==> src/rtl/xtal_osc_32k_ctrl_if.sv <==
// Interface: xtal_osc_32k_ctrl_if
// Groups the oscillator pins and the host-side control/status signals of the
// 32 kHz crystal controller.
//   master : environment side (host control plus the oscillator's dout pin)
//   slave  : the controller
interface xtal_osc_32k_ctrl_if #(
    parameter int unsigned PER_W = 16
);
    logic             en;
    logic             lost_clr;
    logic             xtal_dout;
    logic             xtal_ena;
    logic             xtal_boost;
    logic             ready;
    logic             clk32_rise;
    logic [PER_W-1:0] period;
    logic             period_valid;
    logic             lost;
    logic             freq_err;

    modport master (
        output en,
        output lost_clr,
        output xtal_dout,
        input  xtal_ena,
        input  xtal_boost,
        input  ready,
        input  clk32_rise,
        input  period,
        input  period_valid,
        input  lost,
        input  freq_err
    );

    modport slave (
        input  en,
        input  lost_clr,
        input  xtal_dout,
        output xtal_ena,
        output xtal_boost,
        output ready,
        output clk32_rise,
        output period,
        output period_valid,
        output lost,
        output freq_err
    );
endinterface

==> src/rtl/xtal_osc_32k_ctrl.sv <==
// Module: xtal_osc_32k_ctrl
// System-clock-domain controller for the 32 kHz crystal oscillator macro.
// Starts the oscillator with boost, declares it ready after STARTUP_EDGES
// clean rising edges, watches for clock loss and restarts, and measures the
// 32k period in system cycles.
//
// Optional feature: define XTAL_OSC_32K_FREQ_CHECK_EN to enable the period
// window check (PER_MIN/PER_MAX) driving the sticky freq_err flag. Without it
// freq_err is tied low and PER_MIN/PER_MAX do not exist.
//
// state    | meaning
// ---------+-------------------------------------------------------------
// ST_OFF   | oscillator disabled, waiting for en
// ST_START | ena+boost, counting synced rising edges toward STARTUP_EDGES
// ST_RUN   | ena only, ready=1, watching for loss, measuring period
// ST_FAIL  | ena low for RESTART_CYCLES, then retry START
module xtal_osc_32k_ctrl #(
    parameter int unsigned SYNC_STAGES    = 2,
    parameter int unsigned STARTUP_EDGES  = 1024,
    parameter int unsigned TMO_W          = 24,
    parameter int unsigned START_TMO      = (1 << 24) - 1,
    parameter int unsigned LOSS_CYCLES    = 1024,
    parameter int unsigned RESTART_CYCLES = 256,
    parameter int unsigned PER_W          = 16
`ifdef XTAL_OSC_32K_FREQ_CHECK_EN
    ,
    parameter int unsigned PER_MIN        = 280,
    parameter int unsigned PER_MAX        = 330
`endif
) (
    input  logic              clk,
    input  logic              rst_n,
    xtal_osc_32k_ctrl_if.slave bus
);

    localparam int unsigned EDGE_W = $clog2(STARTUP_EDGES + 1);
    localparam int unsigned RST_W  = $clog2(RESTART_CYCLES + 1);

    localparam logic [EDGE_W-1:0] EDGE_LAST   = EDGE_W'(STARTUP_EDGES - 1);
    localparam logic [RST_W-1:0]  RST_LOAD    = RST_W'(RESTART_CYCLES - 1);
    localparam logic [TMO_W-1:0]  START_TMO_C = TMO_W'(START_TMO);
    localparam logic [TMO_W-1:0]  LOSS_C      = TMO_W'(LOSS_CYCLES);

    typedef enum logic [1:0] {
        ST_OFF   = 2'd0,
        ST_START = 2'd1,
        ST_RUN   = 2'd2,
        ST_FAIL  = 2'd3
    } state_t;

    state_t                 state_q, state_d;
    logic [SYNC_STAGES-1:0] sync_q, sync_d;
    logic                   prev_q, prev_d;
    logic                   rise_q, rise_d;
    logic [TMO_W-1:0]       gap_q, gap_d;
    logic [EDGE_W-1:0]      edge_q, edge_d;
    logic [RST_W-1:0]       rst_cnt_q, rst_cnt_d;
    logic [PER_W-1:0]       per_cnt_q, per_cnt_d;
    logic [PER_W-1:0]       period_q, period_d;
    logic                   period_valid_q, period_valid_d;
    logic                   armed_q, armed_d;
    logic                   lost_q, lost_d;
    logic                   ena_q, ena_d;
    logic                   boost_q, boost_d;
    logic                   ready_q, ready_d;
    logic                   freq_err_q, freq_err_d;

    logic                   rise_c;
    logic                   entering;
    logic                   load;
    logic [PER_W-1:0]       per_meas;

    // Next-state and next-output computation for every register in the block.
    always_comb begin
        // Synchronizer chain plus one previous-sample flop for edge detection.
        sync_d = {sync_q[SYNC_STAGES-2:0], bus.xtal_dout};
        prev_d = sync_q[SYNC_STAGES-1];
        rise_c = sync_q[SYNC_STAGES-1] & ~prev_q;
        rise_d = rise_c;

        state_d   = state_q;
        edge_d    = edge_q;
        rst_cnt_d = rst_cnt_q;

        unique case (state_q)
            ST_OFF: begin
                if (bus.en) state_d = ST_START;
            end
            ST_START: begin
                // A rise in the same cycle as the timeout wins.
                if (rise_c) begin
                    if (edge_q == EDGE_LAST) state_d = ST_RUN;
                    else                     edge_d  = edge_q + 1'b1;
                end else if (gap_q == START_TMO_C) begin
                    state_d = ST_FAIL;
                end
            end
            ST_RUN: begin
                if (!rise_c && gap_q == LOSS_C) state_d = ST_FAIL;
            end
            ST_FAIL: begin
                if (rst_cnt_q == '0) state_d   = ST_START;
                else                 rst_cnt_d = rst_cnt_q - 1'b1;
            end
            default: state_d = ST_OFF;
        endcase

        if (!bus.en) state_d = ST_OFF;

        entering = (state_d != state_q);
        if (entering) begin
            edge_d = '0;
            if (state_d == ST_FAIL) rst_cnt_d = RST_LOAD;
        end

        // Gap counter: time since the last synced rise within the current state.
        if (entering || rise_c || !bus.en) gap_d = '0;
        else if (gap_q != '1)              gap_d = gap_q + 1'b1;
        else                               gap_d = gap_q;

        // Free-running period counter, re-armed by every rise.
        if (rise_c)               per_cnt_d = '0;
        else if (per_cnt_q != '1) per_cnt_d = per_cnt_q + 1'b1;
        else                      per_cnt_d = per_cnt_q;

        // Counter holds cycles-1 at the rise, so the measurement is count+1.
        per_meas = (per_cnt_q == '1) ? per_cnt_q : per_cnt_q + 1'b1;

        // The first rise after entering RUN only arms; later rises load.
        load = rise_c && armed_q && (state_q == ST_RUN) && (state_d == ST_RUN);

        if (state_q != ST_RUN || state_d != ST_RUN) armed_d = 1'b0;
        else if (rise_c)                            armed_d = 1'b1;
        else                                        armed_d = armed_q;

        period_d = load ? per_meas : period_q;

        if (state_d != ST_RUN) period_valid_d = 1'b0;
        else if (load)         period_valid_d = 1'b1;
        else                   period_valid_d = period_valid_q;

        // A FAIL entry outranks a simultaneous clear.
        if (entering && state_d == ST_FAIL) lost_d = 1'b1;
        else if (bus.lost_clr)              lost_d = 1'b0;
        else                                lost_d = lost_q;

`ifdef XTAL_OSC_32K_FREQ_CHECK_EN
        if (!bus.en)
            freq_err_d = 1'b0;
        else if (load && (per_meas < PER_W'(PER_MIN) || per_meas > PER_W'(PER_MAX)))
            freq_err_d = 1'b1;
        else if (bus.lost_clr)
            freq_err_d = 1'b0;
        else
            freq_err_d = freq_err_q;
`else
        freq_err_d = 1'b0;
`endif

        // Outputs decoded from the next state so they line up with state_q.
        ena_d   = (state_d == ST_START) || (state_d == ST_RUN);
        boost_d = (state_d == ST_START);
        ready_d = (state_d == ST_RUN);
    end

    // All state, counters and registered outputs.
    always_ff @(posedge clk or negedge rst_n) begin
        if (!rst_n) begin
            state_q        <= ST_OFF;
            sync_q         <= '0;
            prev_q         <= 1'b0;
            rise_q         <= 1'b0;
            gap_q          <= '0;
            edge_q         <= '0;
            rst_cnt_q      <= '0;
            per_cnt_q      <= '0;
            period_q       <= '0;
            period_valid_q <= 1'b0;
            armed_q        <= 1'b0;
            lost_q         <= 1'b0;
            ena_q          <= 1'b0;
            boost_q        <= 1'b0;
            ready_q        <= 1'b0;
            freq_err_q     <= 1'b0;
        end else begin
            state_q        <= state_d;
            sync_q         <= sync_d;
            prev_q         <= prev_d;
            rise_q         <= rise_d;
            gap_q          <= gap_d;
            edge_q         <= edge_d;
            rst_cnt_q      <= rst_cnt_d;
            per_cnt_q      <= per_cnt_d;
            period_q       <= period_d;
            period_valid_q <= period_valid_d;
            armed_q        <= armed_d;
            lost_q         <= lost_d;
            ena_q          <= ena_d;
            boost_q        <= boost_d;
            ready_q        <= ready_d;
            freq_err_q     <= freq_err_d;
        end
    end

    assign bus.xtal_ena     = ena_q;
    assign bus.xtal_boost   = boost_q;
    assign bus.ready        = ready_q;
    assign bus.clk32_rise   = rise_q;
    assign bus.period       = period_q;
    assign bus.period_valid = period_valid_q;
    assign bus.lost         = lost_q;
    assign bus.freq_err     = freq_err_q;

endmodule

==> src/flat_wrapper.sv <==
// flat-port wrapper written by rule: the top's interface ports become plain ports
module xtal_osc_32k_ctrl_flat 
#(
    parameter int unsigned SYNC_STAGES    = 2,
    parameter int unsigned STARTUP_EDGES  = 1024,
    parameter int unsigned TMO_W          = 24,
    parameter int unsigned START_TMO      = (1 << 24) - 1,
    parameter int unsigned LOSS_CYCLES    = 1024,
    parameter int unsigned RESTART_CYCLES = 256,
    parameter int unsigned PER_W          = 16

)
  (clk, rst_n, bus_en, bus_lost_clr, bus_xtal_dout, bus_xtal_ena, bus_xtal_boost, bus_ready, bus_clk32_rise, bus_period, bus_period_valid, bus_lost, bus_freq_err);
  xtal_osc_32k_ctrl_if #(.PER_W(PER_W)) bus_i ();
  input  logic clk;
  input  logic rst_n;
  input wire logic [$bits(bus_i.en)-1:0] bus_en;
  input wire logic [$bits(bus_i.lost_clr)-1:0] bus_lost_clr;
  input wire logic [$bits(bus_i.xtal_dout)-1:0] bus_xtal_dout;
  output wire logic [$bits(bus_i.xtal_ena)-1:0] bus_xtal_ena;
  output wire logic [$bits(bus_i.xtal_boost)-1:0] bus_xtal_boost;
  output wire logic [$bits(bus_i.ready)-1:0] bus_ready;
  output wire logic [$bits(bus_i.clk32_rise)-1:0] bus_clk32_rise;
  output wire logic [$bits(bus_i.period)-1:0] bus_period;
  output wire logic [$bits(bus_i.period_valid)-1:0] bus_period_valid;
  output wire logic [$bits(bus_i.lost)-1:0] bus_lost;
  output wire logic [$bits(bus_i.freq_err)-1:0] bus_freq_err;
  assign bus_i.en = bus_en;
  assign bus_i.lost_clr = bus_lost_clr;
  assign bus_i.xtal_dout = bus_xtal_dout;
  assign bus_xtal_ena = bus_i.xtal_ena;
  assign bus_xtal_boost = bus_i.xtal_boost;
  assign bus_ready = bus_i.ready;
  assign bus_clk32_rise = bus_i.clk32_rise;
  assign bus_period = bus_i.period;
  assign bus_period_valid = bus_i.period_valid;
  assign bus_lost = bus_i.lost;
  assign bus_freq_err = bus_i.freq_err;
  xtal_osc_32k_ctrl #(.SYNC_STAGES(SYNC_STAGES), .STARTUP_EDGES(STARTUP_EDGES), .TMO_W(TMO_W), .START_TMO(START_TMO), .LOSS_CYCLES(LOSS_CYCLES), .RESTART_CYCLES(RESTART_CYCLES), .PER_W(PER_W)) u_core (.clk(clk), .rst_n(rst_n), .bus(bus_i));
endmodule
==> config.mk <==
export PLATFORM = sky130hd
export DESIGN_NAME = xtal_osc_32k_ctrl_flat
export DESIGN_NICKNAME = d
export VERILOG_FILES = /design/src/rtl/xtal_osc_32k_ctrl_if.sv /design/src/rtl/xtal_osc_32k_ctrl.sv /design/src/flat_wrapper.sv
export SDC_FILE = /design/constraint.sdc
export NUM_CORES = 1
export LEC_CHECK = 0
export ABC_AREA = 0
export BUFFER_PORTS_ARGS = -buffer_cell sky130_fd_sc_hd__buf_2
export CAP_MARGIN = 0
export CORE_MARGIN = 1.5
export CORE_UTILIZATION = 61
export DETAILED_ROUTE_END_ITERATION = 6
export HOLD_SLACK_MARGIN = 0.03
export PLACE_DENSITY_LB_ADDON = 0.2
export SLEW_MARGIN = 10
export SYNTH_ARGS = -nofsm -noshare
export SYNTH_HDL_FRONTEND = slang
export SYNTH_SLANG_ARGS = --single-unit
==> constraint.sdc <==
create_clock -name clk -period 3.35 [get_ports clk]
set_input_delay 0.67 -clock clk [delete_from_list [all_inputs] [get_ports clk]]
set_output_delay 0.67 -clock clk [all_outputs]
set_load 0.005 [all_outputs]
==> results of run 1 <==
[synth_stat cells, drive strengths merged, types with 5 or more instances]
master | n | area, um2
dfrtp | 88 | 2200
nor3 | 44 | 262
nand2 | 38 | 143
nor2 | 29 | 111
o21ai | 26 | 134
xnor2 | 25 | 219
nand3 | 23 | 120
nand4 | 22 | 165
xor2 | 21 | 184
inv | 14 | 52.6
o211ai | 12 | 104
and3 | 10 | 62.6
clkbuf | 10 | 37.5
buf | 9 | 85.1
ha | 9 | 113
nor4 | 8 | 80.1
mux2i | 6 | 60.1
nand2b | 6 | 37.5
a211oi | 5 | 47.5
[flip-flops by register name, indices dropped and copies added, names as in the netlist, 2 cells and up]
| register | count |
|---|---|
| u_core.per_cnt_q | 16 |
| u_core.bus.period | 16 |
| u_core.rst_cnt_q | 9 |
| u_core.sync_q | 2 |
| u_core.gap_q | 24 |
| u_core.edge_q | 11 |
| u_core.state_q | 2 |
[worst reg2reg max path, delay by kind of cell (launching register included)]
kind | cells | cell delay, ps
AOI/OAI and AO/OA | 3 | 720
adders and majority gates | 1 | 210
buffers and inverters | 1 | 250
DFF | 1 | 400
and+or+nand+nor | 5 | 1060
[metrics by stage]
step	instance area, um2	setup slack [ps]	power [mW]
final	4980	592	1.96
after global routing	4980	305	2.04
after CTS	4980	567	1.98
after detailed placement	4780	597	1.24
after global placement	4780	707	1.23
after floorplan	4600	998	1.19
[kinds of logic (layout without fill, tap and decap cells)]
group | count (synthesis) | count (layout) | synth area share (%)
xor gates and xnor gates | 46 | 46 | 8.75
and+or+nand+nor | 197 | 197 | 24.2
other | 1 | 1 | 0.0814
adders and majority gates | 9 | 9 | 2.45
buffers and inverters | 33 | 61 | 3.80
AOI/OAI and AO/OA | 72 | 72 | 11.6
DFF | 88 | 88 | 47.8
muxes | 6 | 6 | 1.30
[power groups by stage]
stage / clock, mW / sequential (mW) / combinational (mW)
finish: 0.751 / 1.11 / 0.107
global route: 0.811 / 1.11 / 0.122
CTS: 0.768 / 1.11 / 0.110
detailed placement: 0 / 1.13 / 0.110
global placement: 0 / 1.13 / 0.106
floorplan: 0 / 1.12 / 0.0697
[worst min path at each step]
| stage | from | slack (ps) | cells after the start | to |
|---|---|---|---|---|
| floorplan | u_core.sync_q[0] | 330 | 0 | u_core.sync_q[1] |
| global placement | u_core.sync_q[0] | 340 | 0 | u_core.sync_q[1] |
| detailed placement | u_core.sync_q[0] | 340 | 0 | u_core.sync_q[1] |
| CTS | u_core.sync_q[0] | 360 | 0 | u_core.sync_q[1] |
| global route | u_core.sync_q[0] | 390 | 0 | u_core.sync_q[1] |
| finish | u_core.sync_q[0] | 360 | 0 | u_core.sync_q[1] |
[cell type report]
class | count | share of cell area (%)
Clock inverter | 6 | 1.46
Multi-Input combinational cell | 331 | 44.8
Timing Repair Buffer | 31 | 3.42
Inverter | 14 | 1.06
Tap cell | 99 | 2.49
Sequential cell | 88 | 44.3
Clock buffer | 10 | 2.56
[placed cells by master (no fill, tap or decap), types with 3 or more instances in the layout]
| cell | instances |
|---|---|
| xor2_1 | 21 |
| buf_4 | 6 |
| o21a_1 | 3 |
| mux2i_1 | 6 |
| xnor2_1 | 25 |
| inv_1 | 13 |
| nand2b_1 | 6 |
| o21ai_0 | 25 |
| nor2_1 | 28 |
| and4_1 | 4 |
| a211oi_1 | 3 |
| nand3_1 | 22 |
| o211ai_1 | 11 |
| nor4_1 | 6 |
| inv_6 | 4 |
| buf_2 | 25 |
| and3_1 | 10 |
| or2_2 | 4 |
| ha_1 | 9 |
| nor3_2 | 6 |
| clkbuf_8 | 9 |
| nand4_1 | 19 |
| nor3_1 | 37 |
| a21boi_0 | 3 |
| a21oi_1 | 3 |
| dfrtp_1 | 88 |
| nand2_1 | 38 |
[metal layers]
metal | vias to the layer above | part of all wire [%] | track usage, %
met4 | 0 | 1.5 | 7.01
met3 | 13 | 3.7 | 5.92
met2 | 71 | 49 | 39.6
met5 | - | 0 | 0
met1 | 1709 | 46 | 30.9
li1 | 1668 | - | -
==> qor.yml, run 1 <==
comb_power_share_pct: 5.4
io_pins: 28
setup_tns_ps: 0
clock-sinks: 88
synthFlopType: "dfrtp_1"
r2r-end: "u_core.bus.period[3]"
die_y_um: 89.9
fin_util_pct: 68.2
root_buffer: "clkbuf_8"
cts_buffers: 9
clk_pin_slew_ps: 90
synth_warnings: 0
drc_errors: 0
status: "finished, final reports clean"
num_vias: 3461
cts_resized: 0
synth_area_per_cell_um2: 10.2
hpwl_mm: 6.05
max_freq_mhz: 363
grt_pass1_wl_mm: 15.7
ys_seq_area_share_pct: 47.8
power.density_nw_per_um2: 395
antenna_found_initial: 0
r2r_cells: 10
cp_data_required_time_ps: 3590
rr_startpoint: "u_core.edge_q[7]"
vias_per_cell: 5.98
drive_above_1_share_pct: 16.0
crit_slowest_cell: "nor4_4"
first_global_vias: 3439
criticalPathCategory: "reg2reg"
skew_ps: 11.6
fin_crit_ps: 2760
worstPathCellList: "nand4_1, nor4_4, nand2_1, a21boi_0, o221a_2, ha_1, nand4_1, buf_4, nand2_1, o21ai_0"
drt-initial-drc-count: 190
slew_viol_final: 0
port_buffers: 26
routed_wl_mm: 9.01
htree_levels: 3
arrival_ps: 2990
path_delay_family: "simple AND/OR/NAND/NOR gates"
setup.worst_path.start: "u_core.edge_q[7]"
grt_overflow: 0
timing.hold.ws_ps: 356
clkPwrFrac_pct: 38.2
worst_pin_slew_ps: 1050
multiInputGateArea_um2: 2230
endpoint_kind: "flop"
hold_path_class: "reg2reg"
synthCells: 452
ys_seq_elements: 88
areaGrowthSynthToFinish_pct: 8.07
cts_tree: "built"
initial_core_util_pct: 63.1
maxCapViolCount: 0
power.share.switching_pct: 25.2
routedWlPerCell_um: 15.6
timing_hold_violations_final: 0
leakagePower_nw: 2.12
cpPeakStageDelay_ps: 500
grt_max_degree: 89
internal_power_mw: 1.47
rsz0062_at_grt: "no"
crit_buf_inv: 1
finalNonFillerCells: 579
placed_cells: 563
synth_edf_count: 0
clockBufferDepth: 2
gp_congestion: 0.909
seqCellArea_um2: 2200
fillers: 606
crit_end: "u_core.bus.period[3]"
fin_crit_sh_pct: 82.3
die_w_um: 89.9
postCtsSetupRepairBufs: 0
netlist_area_um2: 4600
startpoint_type: "flop"
insertion_delay_ps: 360
dieArea_um2: 8080
ys_async_sr_fraction_pct: 100
core.rowCount: 31
cp_max_fo: 33
vdd_drop_max_mv: 0.389
seqPwrFrac_pct: 56.3
n_antenna_cell: 0
final_nets: 489
cts_hold_buf: 0
crit_cells: 10
ant_nets: 0
first_pass_iters: 4
relSlewSlack_pct: 29.9
syn_nets: 466
synth_cell_types: 62
switching_power_mw: 0.494
setup_viol: 0
grt_use_total_pct: 23.8
core-area_um2: 7290
r2r_slack_ps: 590
(Power assumes the default switching activity.)
==> run 2: changes to the inputs <==
--- a/config.mk
+++ b/config.mk
@@ -9,7 +9,7 @@
 export BUFFER_PORTS_ARGS = -buffer_cell sky130_fd_sc_hd__buf_2
 export CAP_MARGIN = 0
 export CORE_MARGIN = 1.5
-export CORE_UTILIZATION = 61
+export CORE_UTILIZATION = 55
 export DETAILED_ROUTE_END_ITERATION = 6
 export HOLD_SLACK_MARGIN = 0.03
 export PLACE_DENSITY_LB_ADDON = 0.2
==> constraint.sdc (replaced) <==
create_clock -name clk -period 2.3 [get_ports clk]
set_input_delay 0.46 -clock clk [delete_from_list [all_inputs] [get_ports clk]]
set_output_delay 0.46 -clock clk [all_outputs]
set_load 0.005 [all_outputs]
==> run 2 against run 1 <==
Non-clock buffer count up 45. Hold slack worse by 310 ps. Sequential share of layout area down 3.9 points. Cell area up 9.9%. Clock-buffer cell count unchanged. First-iteration DRC count up 47%. Highest routed layer unchanged.
==> qor.yml, run 2 (synthesis results as in run 1) <==
r2r_slack_ps: 70
die_w_um: 94.5
grt_max_degree: 44
relSlewSlack_pct: 66.1
leakagePower_nw: 2.38
final_nets: 534
cts_hold_buf: 0
port_buffers: 26
first_global_vias: 3522
layout_commonest_cell: "dfrtp_1"
rr_startpoint: "u_core.edge_q[7]"
cp_max_fo: 10
r2r-end: "u_core.bus.period[2]"
num_vias: 3632
maxCapViolCount: 0
cts_tree: "built"
path_delay_family: "simple AND/OR/NAND/NOR gates"
skew_ps: 14.4
finalPower_mw: 2.84
initial_core_util_pct: 56.3
areaGrowthSynthToFinish_pct: 18.7
dieArea_um2: 8930
worst_pin_slew_ps: 504
timing_hold_violations_final: 0
fin_util_pct: 66.9
die_y_um: 94.5
clock-sinks: 88
crit_buf_inv: 2
core.rowCount: 33
largest_register_ffs: 24
max_freq_mhz: 448
top_register: "u_core.gap_q"
vias_per_cell: 5.77
arrival_ps: 2470
drt-initial-drc-count: 279
startpoint_type: "flop"
setup_viol: 0
cpPeakStageDelay_ps: 420
gp_congestion: 0.904
placed_cells: 603
fin_crit_ps: 2230
multiInputGateArea_um2: 2320
finalNonFillerCells: 630
worstPathCellList: "nand4_1, nor4_4, nand2_1, a21boi_2, o221a_4, ha_4, nand4_1, buf_6, buf_6, nand2_1, o21ai_0"
placed_area_um2: 5090
crit_slowest_cell: "dfrtp_1"
clk_pin_slew_ps: 90
hold_path_class: "in2async"
vdd_drop_max_mv: 0.532
cts_buffers: 9
grt_use_total_pct: 23.8
power.density_nw_per_um2: 519
n_antenna_cell: 0
antenna_found_initial: 0
fillers: 670
clockBufferDepth: 2
insertion_delay_ps: 360
slew_viol_final: 0
htree_levels: 3
ant_nets: 0
root_buffer: "clkbuf_8"
io_pins: 28
drive_above_1_share_pct: 26.9
cp_data_required_time_ps: 2540
endpoint_kind: "flop"
criticalPathCategory: "reg2reg"
grt_pass1_wl_mm: 16.6
hpwl_mm: 6.89
setup_tns_ps: 0
drc_errors: 0
r2r_cells: 11
seqCellArea_um2: 2210
core-area_um2: 8180
fin_area_um2: 5470
fin_crit_sh_pct: 97.0
mostFrequentLayoutCells: "dfrtp_1, buf_4, nor3_1"
routed_wl_mm: 10.1
status: "finished, final reports clean"
grt_overflow: 0
first_pass_iters: 4
routedWlPerCell_um: 16.1
rsz0062_at_grt: "yes"
## run 2: cell types whose count changed in the layout (fill, tap and decap cells not counted), moves of 4 or more
cell,change
nand2_2,+4
o21ai_0,-10
buf_4,+39
o21ai_1,+9
nand2_1,-4
## run 2: layout make-up
cell class | count | share of cell area (%)
repair buffers | 76 | 10.4
well taps | 105 | 2.40
clock inverters | 6 | 0.893
multi-input cells | 331 | 42.4
clock buffers | 10 | 2.52
flip-flops and latches | 88 | 40.4
inverters | 14 | 0.961
## run 2: repair_timing
action,4_1_cts,5_1_grt
gates cloned,0,1
pin swaps,2,9
setup endpoints to repair,13,26
buffers inserted,0,10
resized for setup,4,26
## run 2: metal layers
metal  vias up  wire length, um  global-route usage, %  share of wire, %
li1       1759                -                      -                 -
met1      1802             4720                   32.0                47
met2        60             4990                   39.4                49
met3        11              302                   3.62               3.0
met4         0              122                   7.96               1.2
met5         -                0                      0                 0
## run 2: worst register-to-register path: stages (launching register included)
cell	delay [ps]
dfrtp_1	420
nand4_1	190
nor4_4	330
nand2_1	110
a21boi_2	190
o221a_4	230
ha_4	140
nand4_1	80
buf_6	170
buf_6	140
nand2_1	60
o21ai_0	70
## run 2: worst max-delay path by stage
stage,from,endpoint,slack (ps),cells after the start
6_report,u_core.edge_q[7],u_core.bus.period[2],70,11
5_1_grt,u_core.edge_q[6],u_core.bus.period[12],-80,10
4_1_cts,u_core.edge_q[1],u_core.bus.period[9],30,10
3_5_place_dp,u_core.edge_q[1],u_core.bus.period[3],-2,11
3_3_place_gp,u_core.gap_q[0],u_core.rst_cnt_q[2],30,11
2_1_floorplan,u_core.edge_q[0],u_core.bus.period[3],6,11
## run 2: power by group
| part | total [mW] | switching [mW] | internal, mW |
|---|---|---|---|
| logic | 0.191 | 0.127 | 0.0640 |
| clock network | 1.03 | 0.601 | 0.434 |
| registers | 1.61 | 0.0347 | 1.58 |
## run 2: stage by stage
step	hold slack (ps)	setup WS [ps]
detailed placement	338	-2.11
CTS	58.9	26.3
floorplan	164	6.30
global route	81.7	-83.7
global placement	335	33.8
finish	45.2	69.9
==> run 3: changes to the inputs <==
==> constraint.sdc (replaced) <==
create_clock -name clk -period 1.8 [get_ports clk]
set_input_delay 0.36 -clock clk [delete_from_list [all_inputs] [get_ports clk]]
set_output_delay 0.36 -clock clk [all_outputs]
set_load 0.005 [all_outputs]
==> run 3 against run 2 <==
The flow now finishes with violations (negative setup slack). Clock power is 48% higher. Wire length is 13% higher. Register-to-register slack worse by 510 ps. First-iteration DRC count is 33% lower. Maximum frequency is 0.56% lower. Critical path depth stayed put. Clock-buffer cell count is 1 lower. Sequential cell count stayed put. Sequential power is 28% higher. Largest cell class unchanged.
==> qor.yml, run 3 (synthesis results as in run 1) <==
status: "finished, violations left"
violations: "negative setup slack"
timing_hold_violations_final: 0
setup_viol: 65
drt-initial-drc-count: 187
root_buffer: "clkbuf_8"
top_register: "u_core.gap_q"
initial_core_util_pct: 56.3
largest_register_ffs: 24
hpwl_mm: 6.94
fin_crit_ps: 2240
port_buffers: 26
rsz0062_at_grt: "yes"
startpoint_type: "flop"
fin_util_pct: 77.0
die_y_um: 94.5
n_antenna_cell: 0
worstPathCellList: "and3_1, and4_1, nand4_1, a21boi_2, o221a_4, ha_4, nand4_1, buf_6, clkbuf_16, nand2_2, o21ai_1"
antenna_found_initial: 0
ant_nets: 0
slew_viol_final: 0
cp_max_fo: 5
hold_path_class: "in2reg"
clock-sinks: 88
num_vias: 4001
leakagePower_nw: 2.83
first_global_vias: 3877
clk_pin_slew_ps: 90
htree_levels: 3
seqCellArea_um2: 2210
drive_above_1_share_pct: 40.0
timing.hold.ws_ps: 103
dieArea_um2: 8930
cp_data_required_time_ps: 2040
endpoint_kind: "flop"
r2r_slack_ps: -440
worst_pin_slew_ps: 520
arrival_ps: 2480
routedWlPerCell_um: 16.5
layout_commonest_cell: "buf_4"
insertion_delay_ps: 360
cpPeakStageDelay_ps: 370
skew_ps: 10.8
final_nets: 602
criticalPathCategory: "reg2reg"
clockBufferDepth: 2
mostFrequentLayoutCells: "buf_4, dfrtp_1, nor3_1"
io_pins: 28
relSlewSlack_pct: 65.4
multiInputGateArea_um2: 2450
finalPower_mw: 3.88
gp_congestion: 0.908
drc_errors: 0
fillers: 528
cts_buffers: 9
power.density_nw_per_um2: 617
vias_per_cell: 5.74
core-area_um2: 8180
grt_use_total_pct: 26.4
crit_slowest_cell: "dfrtp_1"
areaGrowthSynthToFinish_pct: 36.7
core.rowCount: 33
die_w_um: 94.5
cts_tree: "built"
first_pass_iters: 4
routed_wl_mm: 11.5
layout_setup_ws_ps: -443
grt_pass1_wl_mm: 18.3
grt_max_degree: 46
fin_crit_sh_pct: 125
max_freq_mhz: 446
crit_top_cell: "nand4_1"
vdd_drop_max_mv: 0.571
grt_overflow: 0
maxCapViolCount: 0
==> run 3: changes by cell type in the layout (fill, tap and decap cells not counted), sizes merged <==
cell and change:
bufinv +2, dlygate4sd3 +1, clkbuf +1, clkinv +2
inv -1, bufbuf +1, buf +64, clkinvlp -3
==> run 3: area by class of cell <==
| cell class | count | share of cell area [%] |
|---|---|---|
| multi-input cells | 331 | 39.0 |
| flip-flops and latches | 88 | 35.0 |
| repair buffers | 144 | 19.6 |
| well taps | 105 | 2.09 |
| clock buffers | 9 | 1.97 |
| clock inverters | 6 | 1.45 |
| inverters | 14 | 0.874 |
==> run 3: what timing repair did <==
| action | 4_1_cts | 5_1_grt |
|---|---|---|
| pin swaps | 20 | 20 |
| buffers inserted | 18 | 4 |
| gates cloned | 5 | 3 |
| gates resized for setup | 55 | 32 |
| endpoints found under the setup margin | 66 | 80 |
| hold endpoints to repair | 27 | 0 |
| hold buffers | 1 | 0 |
==> run 3: worst paths after layout <==
path                                               to        startpoint  cells after the start
worst max-delay path            u_core.bus.period[15]   u_core.gap_q[5]                     11
worst min-delay path                 u_core.sync_q[0]     bus_xtal_dout                      1
worst max register to register  u_core.bus.period[15]   u_core.gap_q[5]                     11
worst min register to register       u_core.sync_q[1]  u_core.sync_q[0]                      0
max in group asynchronous            u_core.gap_q[20]             rst_n                      3
min in group asynchronous            u_core.edge_q[5]             rst_n                      2
==> run 3: critical path: cells and delay by family (launching register included) <==
kind            cells  cell delay [ps]
simple gates        5              760
buf+inv             2              350
flops               1              370
fa+ha+maj           1              120
compound gates      3              520
==> run 3: per-layer routing <==
metal / global-route usage, % / wire, um / part of all wire [%]
met5: 0 / 0 / 0
met1: 34.8 / 5300 / 46
met3: 4.83 / 362 / 3.2
met2: 43.9 / 5600 / 49
met4: 8.71 / 210 / 1.8
==> run 3: metrics by stage <==
stage | setup TNS, ps | worst slack (ps) | cells | instance area, um2
5_1_grt | -25830 | -590 | 697 | 6300
6_report | -18640 | -443 | 697 | 6300
3_5_place_dp | -19030 | -471 | 655 | 5510
3_3_place_gp | -16210 | -388 | 655 | 5510
4_1_cts | -13970 | -358 | 692 | 6130
2_1_floorplan | -11410 | -494 | 452 | 4640
==> run 3: power by group <==
part           internal [mW]  switching, mW  total, mW
clock                  0.785          0.739       1.52
sequential              2.02         0.0399       2.06
combinational          0.126          0.176      0.302
total                   2.93          0.956       3.88
